File: src/rtl/flit_serializer_if.sv
// Core-side and router-side signals of the flit serializer, bundled as one interface.
// Optional FLIT_SERIALIZER_PKT_COUNT_EN adds the sent_count output.
interface flit_serializer_if #(
  parameter int packet_size = 32,
  parameter int flit_size   = 4
);

  logic                   packet_valid;
  logic [packet_size-1:0] packet_in;
  logic                   packet_ready;
  logic                   fifo_full;
  logic                   write_fifo;
  logic [flit_size-1:0]   flit_out;
  logic                   busy;
  logic                   packet_sent;
`ifdef FLIT_SERIALIZER_PKT_COUNT_EN
  logic [15:0]            sent_count;
`endif

  // The serializer end of the link.
  modport slave (
    input  packet_valid,
    input  packet_in,
    input  fifo_full,
    output packet_ready,
    output write_fifo,
    output flit_out,
    output busy,
`ifdef FLIT_SERIALIZER_PKT_COUNT_EN
    output sent_count,
`endif
    output packet_sent
  );

  // The core / router end that drives packets and back-pressure.
  modport master (
    output packet_valid,
    output packet_in,
    output fifo_full,
    input  packet_ready,
    input  write_fifo,
    input  flit_out,
    input  busy,
`ifdef FLIT_SERIALIZER_PKT_COUNT_EN
    input  sent_count,
`endif
    input  packet_sent
  );

endinterface

File: src/rtl/flit_serializer.sv
// Network-interface transmitter: parallel packet in, LSB-first flits out with a one-deep pending buffer.
// Optional FLIT_SERIALIZER_PKT_COUNT_EN adds a wrapping 16-bit count of packets sent.
module flit_serializer #(
  parameter int packet_size  = 32,
  parameter int address_size = 16,
  parameter int flit_size    = 4
) (
  input  logic              clk,
  input  logic              reset,
  flit_serializer_if.slave  bus
);

  localparam int FLITS = packet_size / flit_size;
  localparam int CNT_W = (FLITS > 1) ? $clog2(FLITS) : 1;
  localparam logic [CNT_W-1:0] LAST_FLIT = CNT_W'(FLITS - 1);

  // Elaboration-time sanity checks on the packet geometry.
  if ((packet_size % flit_size) != 0) begin : g_bad_packet
    $error("packet_size must be a multiple of flit_size");
  end
  if ((address_size % flit_size) != 0 || address_size > packet_size) begin : g_bad_address
    $error("address_size must be a multiple of flit_size and fit in the packet");
  end

  typedef enum logic {
    IDLE = 1'b0,
    SEND = 1'b1
  } state_t;

  state_t                 r_state;
  logic [packet_size-1:0] r_tx_shift;
  logic [CNT_W-1:0]       r_tx_count;
  logic [packet_size-1:0] r_pending_reg;
  logic                   r_pending_valid;
  logic                   r_packet_sent;
`ifdef FLIT_SERIALIZER_PKT_COUNT_EN
  logic [15:0]            r_sent_count;
`endif

  logic w_write;
  logic w_last;
  logic w_accept;
  logic w_load_slot;

  assign w_write     = (r_state == SEND) && !bus.fifo_full;
  assign w_last      = w_write && (r_tx_count == LAST_FLIT);
  assign w_accept    = bus.packet_valid && !r_pending_valid;
  assign w_load_slot = (r_state == IDLE) || w_last;

  assign bus.packet_ready = !r_pending_valid;
  assign bus.write_fifo   = w_write;
  assign bus.flit_out     = r_tx_shift[flit_size-1:0];
  assign bus.busy         = (r_state == SEND) || r_pending_valid;
  assign bus.packet_sent  = r_packet_sent;
`ifdef FLIT_SERIALIZER_PKT_COUNT_EN
  assign bus.sent_count   = r_sent_count;
`endif

  // Shift-out on every accepted write; the load priority lets a pending packet
  // (or a bypassing new one) replace the last flit on the same edge, so no bubble.
  always_ff @(posedge clk or negedge reset) begin
    if (!reset) begin
      r_state         <= IDLE;
      r_tx_shift      <= '0;
      r_tx_count      <= '0;
      r_pending_reg   <= '0;
      r_pending_valid <= 1'b0;
      r_packet_sent   <= 1'b0;
    end else begin
      r_packet_sent <= w_last;

      if (w_write) begin
        r_tx_shift <= r_tx_shift >> flit_size;
        r_tx_count <= w_last ? '0 : r_tx_count + 1'b1;
      end

      if (w_load_slot && r_pending_valid) begin
        r_tx_shift      <= r_pending_reg;
        r_pending_valid <= 1'b0;
        r_state         <= SEND;
      end else if (w_load_slot && w_accept) begin
        r_tx_shift <= bus.packet_in;
        r_state    <= SEND;
      end else if (w_accept) begin
        r_pending_reg   <= bus.packet_in;
        r_pending_valid <= 1'b1;
      end else if (w_last) begin
        r_state <= IDLE;
      end
    end
  end

`ifdef FLIT_SERIALIZER_PKT_COUNT_EN
  // Counts in step with the packet_sent pulse; wraps naturally at 16 bits.
  always_ff @(posedge clk or negedge reset) begin
    if (!reset) begin
      r_sent_count <= '0;
    end else if (w_last) begin
      r_sent_count <= r_sent_count + 16'd1;
    end
  end
`endif

endmodule

File: src/flat_wrapper.sv
// flat-port wrapper written by rule: the top's interface ports become plain ports
module flit_serializer_flat 
#(
  parameter int packet_size  = 32,
  parameter int address_size = 16,
  parameter int flit_size    = 4
)
  (clk, reset, bus_packet_valid, bus_packet_in, bus_fifo_full, bus_packet_ready, bus_write_fifo, bus_flit_out, bus_busy, bus_packet_sent);
  flit_serializer_if #(.packet_size(packet_size), .flit_size(flit_size)) bus_i ();
  input  logic clk;
  input  logic reset;
  input wire logic [$bits(bus_i.packet_valid)-1:0] bus_packet_valid;
  input wire logic [$bits(bus_i.packet_in)-1:0] bus_packet_in;
  input wire logic [$bits(bus_i.fifo_full)-1:0] bus_fifo_full;
  output wire logic [$bits(bus_i.packet_ready)-1:0] bus_packet_ready;
  output wire logic [$bits(bus_i.write_fifo)-1:0] bus_write_fifo;
  output wire logic [$bits(bus_i.flit_out)-1:0] bus_flit_out;
  output wire logic [$bits(bus_i.busy)-1:0] bus_busy;
  output wire logic [$bits(bus_i.packet_sent)-1:0] bus_packet_sent;
  assign bus_i.packet_valid = bus_packet_valid;
  assign bus_i.packet_in = bus_packet_in;
  assign bus_i.fifo_full = bus_fifo_full;
  assign bus_packet_ready = bus_i.packet_ready;
  assign bus_write_fifo = bus_i.write_fifo;
  assign bus_flit_out = bus_i.flit_out;
  assign bus_busy = bus_i.busy;
  assign bus_packet_sent = bus_i.packet_sent;
  flit_serializer #(.packet_size(packet_size), .address_size(address_size), .flit_size(flit_size)) u_core (.clk(clk), .reset(reset), .bus(bus_i));
endmodule
File: config.mk
export PLATFORM = sky130hd
export DESIGN_NAME = flit_serializer_flat
export DESIGN_NICKNAME = d
export VERILOG_FILES = /design/src/rtl/flit_serializer_if.sv /design/src/rtl/flit_serializer.sv /design/src/flat_wrapper.sv
export SDC_FILE = /design/constraint.sdc
export NUM_CORES = 1
export LEC_CHECK = 0
export ABC_CLOCK_PERIOD_IN_PS = 1800
export CAP_MARGIN = 20
export CORE_MARGIN = 1
export CORE_UTILIZATION = 50
export DETAILED_ROUTE_END_ITERATION = 8
export GPL_TIMING_DRIVEN = 0
export PLACE_DENSITY = 0.72
export SYNTH_ARGS = -nofsm -noshare
export SYNTH_HDL_FRONTEND = slang
export SYNTH_SLANG_ARGS = --single-unit
File: constraint.sdc
create_clock -name clk -period 1.8 [get_ports clk]
set_input_delay 0.27 -clock clk [delete_from_list [all_inputs] [get_ports clk]]
set_output_delay 0.27 -clock clk [all_outputs]
set_load 0.02 [all_outputs]
# ---- Yosys cells after proc, flatten, opt, wreduce, memory -nomap -nowiden
# Index checks and enable logic that the tools add are counted.
dict set report totals {
  latch_bits 0
  elab_cells 39
  rom_bits 0
  mem_bits_rw 0
  reg_bits 70
  n_memories 0
  out_inout_bits 8
  in_bits 36
}
dict set report classes {
  shifts 0
  magnitude_cmp 0
  mul 0
  n_addsub 1
  div 0
  n_bitwise 3
  n_eq_ne 3
  n_reduce_logical 15
  n_mux 11
}
# cell n
set ops {}
lappend ops {{$mux W32} 3}
lappend ops {{$mux W1} 7}
lappend ops {{$reduce_bool A3 Y1} 2}
lappend ops {{$logic_and A1 B1 Y1} 5}
lappend ops {{$reduce_and A2 Y1} 2}
lappend ops {{$add A3 B1 Y3 const B} 1}
lappend ops {{$eq A3 B3 Y1 const B} 1}
lappend ops {{$mux W3} 1}
lappend ops {{$ne A3 B3 Y1 const B} 1}
lappend ops {{$not A1 Y1} 3}
lappend ops {{$reduce_and A3 Y1} 1}
lappend ops {{$logic_not A1 Y1} 2}
lappend ops {{$logic_or A1 B1 Y1} 2}
lappend ops {{$ne A2 B1 Y1 const B} 1}
lappend ops {{$reduce_bool A2 Y1} 1}

# ---- Longest topological paths before layout
dict set report logic_depth {
  depth_word 7
  mapped_depth 8
  mapped_depth_nobuf 6
}

# ---- Worst setup path after synthesis
# No wires, ideal clock.
dict set report synth_path {
  kind {register to register}
  from {register u_core.r_tx_count[0]}
  to {register u_core.r_pending_reg[0]}
  setup_time_ps 125
  required_ps 1675
  stages_incl_launch_ff 8
  synth_period_minus_slack_ps 1712
  slack_ps 88
  t_arrival_ps 1587
  path_buffers 1
  path_cell_list {dfrtp_1 -> ha_1 -> ha_1 -> nor2b_4 -> nor2_2 -> nand2_2 -> buf_6 -> mux2_4}
}
dict set report synth_via {
  elab_chain_cells 6
  word_cells_on_any_way 8
  cone_classes {1 x eq/ne; 2 x bitwise; 5 x reduce/logical}
}
# element line_no
set synth_rtl {}
lappend synth_rtl {{start, declared} flit_serializer.sv:32} ;# logic [CNT_W-1:0] r_tx_count;
lappend synth_rtl {{start signal, assigned} flit_serializer.sv:74} ;# r_tx_count <= w_last ? '0 : r_tx_count + 1'b1;
lappend synth_rtl {{$eq A3 B3 Y1 *} flit_serializer.sv:46} ;# assign w_last = w_write && (r_tx_count == LAST_FLIT);
lappend synth_rtl {{$logic_and A1 B1 Y1 *} flit_serializer.sv:46}
lappend synth_rtl {{$logic_or A1 B1 Y1 *} flit_serializer.sv:48} ;# assign w_load_slot = (r_state == IDLE) || w_last;
lappend synth_rtl {{$logic_and A1 B1 Y1, on equally long branches} {flit_serializer.sv:77, flit_serializer.sv:81}}
lappend synth_rtl {{$not A1 Y1 (no line)} n/a}
lappend synth_rtl {{$reduce_and A3 Y1 (no line) *} n/a}
lappend synth_rtl {{end signal, assigned} flit_serializer.sv:85} ;# r_pending_reg <= bus.packet_in;
lappend synth_rtl {{end, declared} flit_serializer.sv:33} ;# logic [packet_size-1:0] r_pending_reg;
# Every way passes the cells marked *; elsewhere a longest branch is shown, timed or not.
# A chain may end at the register's enable or synchronous reset.

# ---- Worst setup path after layout
dict set report layout_path {
  from {register u_core.r_tx_count[0]}
  to {register u_core.r_pending_reg[17]}
}
# The elaborated chain is that of the path after synthesis.

==> results.cfg <==
[hold_path]
worstHoldPathType = input port to asynchronous set/reset pin

[floorplan]
initial_core_util_pct = 52.01
die_h_um = 89.09
die_w_um = 89.09
die-area_mm2 = 0.007937
rows = 31
pin_count = 44
coreArea_mm2 = 0.007292

[cts]
cts_tree = yes
clock_path_buffers = 2
cts_buffers = 9
cts_hold_buf = 0
htreeDepth = 3
clkSinkCount = 70
clk_transition_reported_paths_ns = 0.07
worst_skew_pair.late_latency_ns = 0.35
root_buffer = clkbuf_8

[global_route]
gr-total-overflow = 0
grt_usage_pct = 25.90
antenna_found_initial = 0
grt_max_degree = 71
grt_first_pass_wirelength_mm = 15.52
grt.met1_usage_pct = 35.12
grt_util_met2_pct = 41.98
grt_pass1_vias = 3087
met3_usage_pct = 7.018
grt_most_used_layer = met2

[placement]
io_buffers = 43
numPlacedInstances = 510
place_hpwl_mm = 5.994
place_area_mm2 = 0.004344
place.gp.congestion = 0.8123

[setup_path]
rr_worst_depth = 7
required_ns = 2.04
cp-end-kind = flip-flop
reg2reg_to = u_core.r_pending_reg[17]
worstReg2RegStart = u_core.r_tx_count[0]
r2r_slack_ns = -0.004
arrival_ns = 2.04
critical_path.top_delay_family = simple AND/OR/NAND/NOR gates
cp-start-kind = flip-flop
crit_slowest_cell = dfrtp_1
critPathMaxFanout = 10
slowest_delay_ns = 0.39
cp_cell_sequence = ha_2 > ha_4 > nor2b_4 > nor2_4 > nand2_4 > buf_12 > mux2_4
path_buf_inv = 1
path_class = flip-flop to flip-flop

[logic_synthesis]
ys_types = 29
syn_nets = 406
yosysWarningCount = 0
syn-instance-count = 368
syn-cell-area_mm2 = 0.003792
synth_area_per_cell_um2 = 10.31
synth_seq_area_share_pct = 46.19
ys_seq_elements = 70

[sta]
finalHoldViolCount = 0
worstMarginPinSlew_ns = 0.8871
slew_headroom_pct = 40.86
finalSetupViolations = 2
worst_slack_ns = -0.003777
drv_slew = 0
rsz0062_at_grt = true
fin_skew_ns = 0.005113
min_period_ns = 1.804
max_freq_mhz = 554.4
period_share_pct = 100.2

[routing]
dr_total_vias = 3139
drc_errors = 0
routed_wl_mm = 9.467
viasPerCell = 5.900
final_antenna_net_count = 0
dr.first_iter.drc_count = 236
dr.pass1.iters = 5
wire_per_inst_um = 17.80

[layout]
diodes = 0
multi_input_area_mm2 = 0.001805
area_delta_synth_final_pct = 25.31
drive_above_1_share_pct = 24.48
layout_common_cells = dfrtp_1, a21oi_1, clkdlybuf4s50_1, nand2_1
final_common_cell = dfrtp_1
nets = 466
post-route-util_pct = 65.17
register_area_mm2 = 0.001752
design_area_mm2 = 0.004752
fill_cells = 614
finalNonFillerCells = 532

[power]
ir_worst_vdd_mv = 0.6166
p_seq_share_pct = 40.4
switching_share_pct = 32.79
total_power_mw = 6.817
clkPwrFrac_pct = 20.6
p_per_area_mw_per_mm2 = 1435
pwr-share-comb_pct = 39.0
p_leak_nw = 2.231
p_int_mw = 4.582
power_switching_mw = 2.235

[run_status]
run_status = finished with violations
failed_checks = negative setup slack

[run]
cap_violations = 0
through the flow:
stage               setup slack (ns)  hold slack (ns)   TNS [ns]
floorplan                    0.08802         -0.02559          0
global placement              -1.969           0.4656    -146.54
detailed placement           -0.2688           0.4479     -9.359
CTS                         -0.06578          0.07840    -0.5319
global route                -0.05494           0.1129     -1.517
finish                     -0.003777          0.04956  -0.006584
cells in the mapped netlist:
master     count  area share, %
a2bb2oi_1     28            6.5
nand2_2        1           0.17
and2b_1        1           0.20
a221o_1        4            1.1
mux2_4        30             12
nand2_1       32            3.2
o21ai_0        9            1.2
nor2_1         5           0.49
mux2_2         4            1.2
nor3_1         1           0.13
buf_4          7            1.4
clkbuf_1      10           0.99
o21ai_1       20            2.6
buf_6          3           0.89
o221ai_1      28            6.5
and3_1         4           0.66
a31o_2         1           0.23
inv_2          1          0.099
buf_2         14            1.8
a21oi_1       56            7.4
o21ai_4        1           0.43
o31ai_2        1           0.33
nor2b_1        1           0.17
buf_1          2           0.20
inv_1         30            3.0
nor2b_4        1           0.36
ha_1           2           0.66
dfrtp_1       70             46
nor2_2         1           0.17
layer usage:
layer / share of wire (%) / routed length [µm]
met5: 0 / 0
met1: 43 / 4087
met3: 6.4 / 608
met2: 50 / 4693
met4: 0.82 / 78
worst max-delay path by stage:
stage | startpoint | to | depth (start not counted)
6_report | u_core.r_tx_count[0] | u_core.r_pending_reg[17] | 7
4_1_cts | u_core.r_tx_count[0] | u_core.r_tx_shift[25] | 6
5_1_grt | u_core.r_tx_count[0] | u_core.r_pending_reg[18] | 7
2_1_floorplan | u_core.r_tx_count[0] | u_core.r_pending_reg[0] | 7
3_5_place_dp | u_core.r_tx_count[0] | u_core.r_tx_shift[25] | 6
3_3_place_gp | reset | u_core.r_pending_reg[21] | 1
kinds of logic after synthesis:
logic type	after synthesis	share of synthesized area [%]
multiplexers	34	13.06
AND/OR/NAND/NOR	47	5.510
flip-flops	70	46.19
adder cells (fa/ha/maj)	2	0.6597
AO/OA/AOI/OAI	148	26.20
buffers and inverters	67	8.380
power by group through the flow:
| stage | clock (mW) | combinational (mW) | sequential, mW |
|---|---|---|---|
| after global routing | 1.49 | 2.92 | 2.84 |
| after detailed placement | 0 | 2.46 | 2.75 |
| after global placement | 0 | 2.37 | 2.73 |
| final | 1.41 | 2.66 | 2.75 |
| after CTS | 1.42 | 2.49 | 2.73 |
| after floorplan | 0 | 1.93 | 2.60 |
timing repair:
item,CTS,global route
gates resized for setup,16,30
gates cloned,0,1
pin swaps,1,1
setup endpoints to repair,57,61
buffers inserted,1,4
worst reg2reg max path: cells and delay by family, from the launching register on:
kind / cells / cell delay (ns)
fa+ha+maj: 2 / 0.38
simple gates: 3 / 0.44
flops: 1 / 0.39
buf+inv: 1 / 0.18
mux: 1 / 0.30
final cells by class:
cell class / count / share of cell area (%)
clock buffer: 12 / 3.054
multi-input combinational: 231 / 37.99
inverter: 31 / 2.449
buffer: 36 / 5.450
tap: 99 / 2.607
clock inverter: 4 / 1.474
sequential: 70 / 36.86
timing repair buffer: 49 / 10.11
Note: power is estimated with default switching activity, not from simulation.
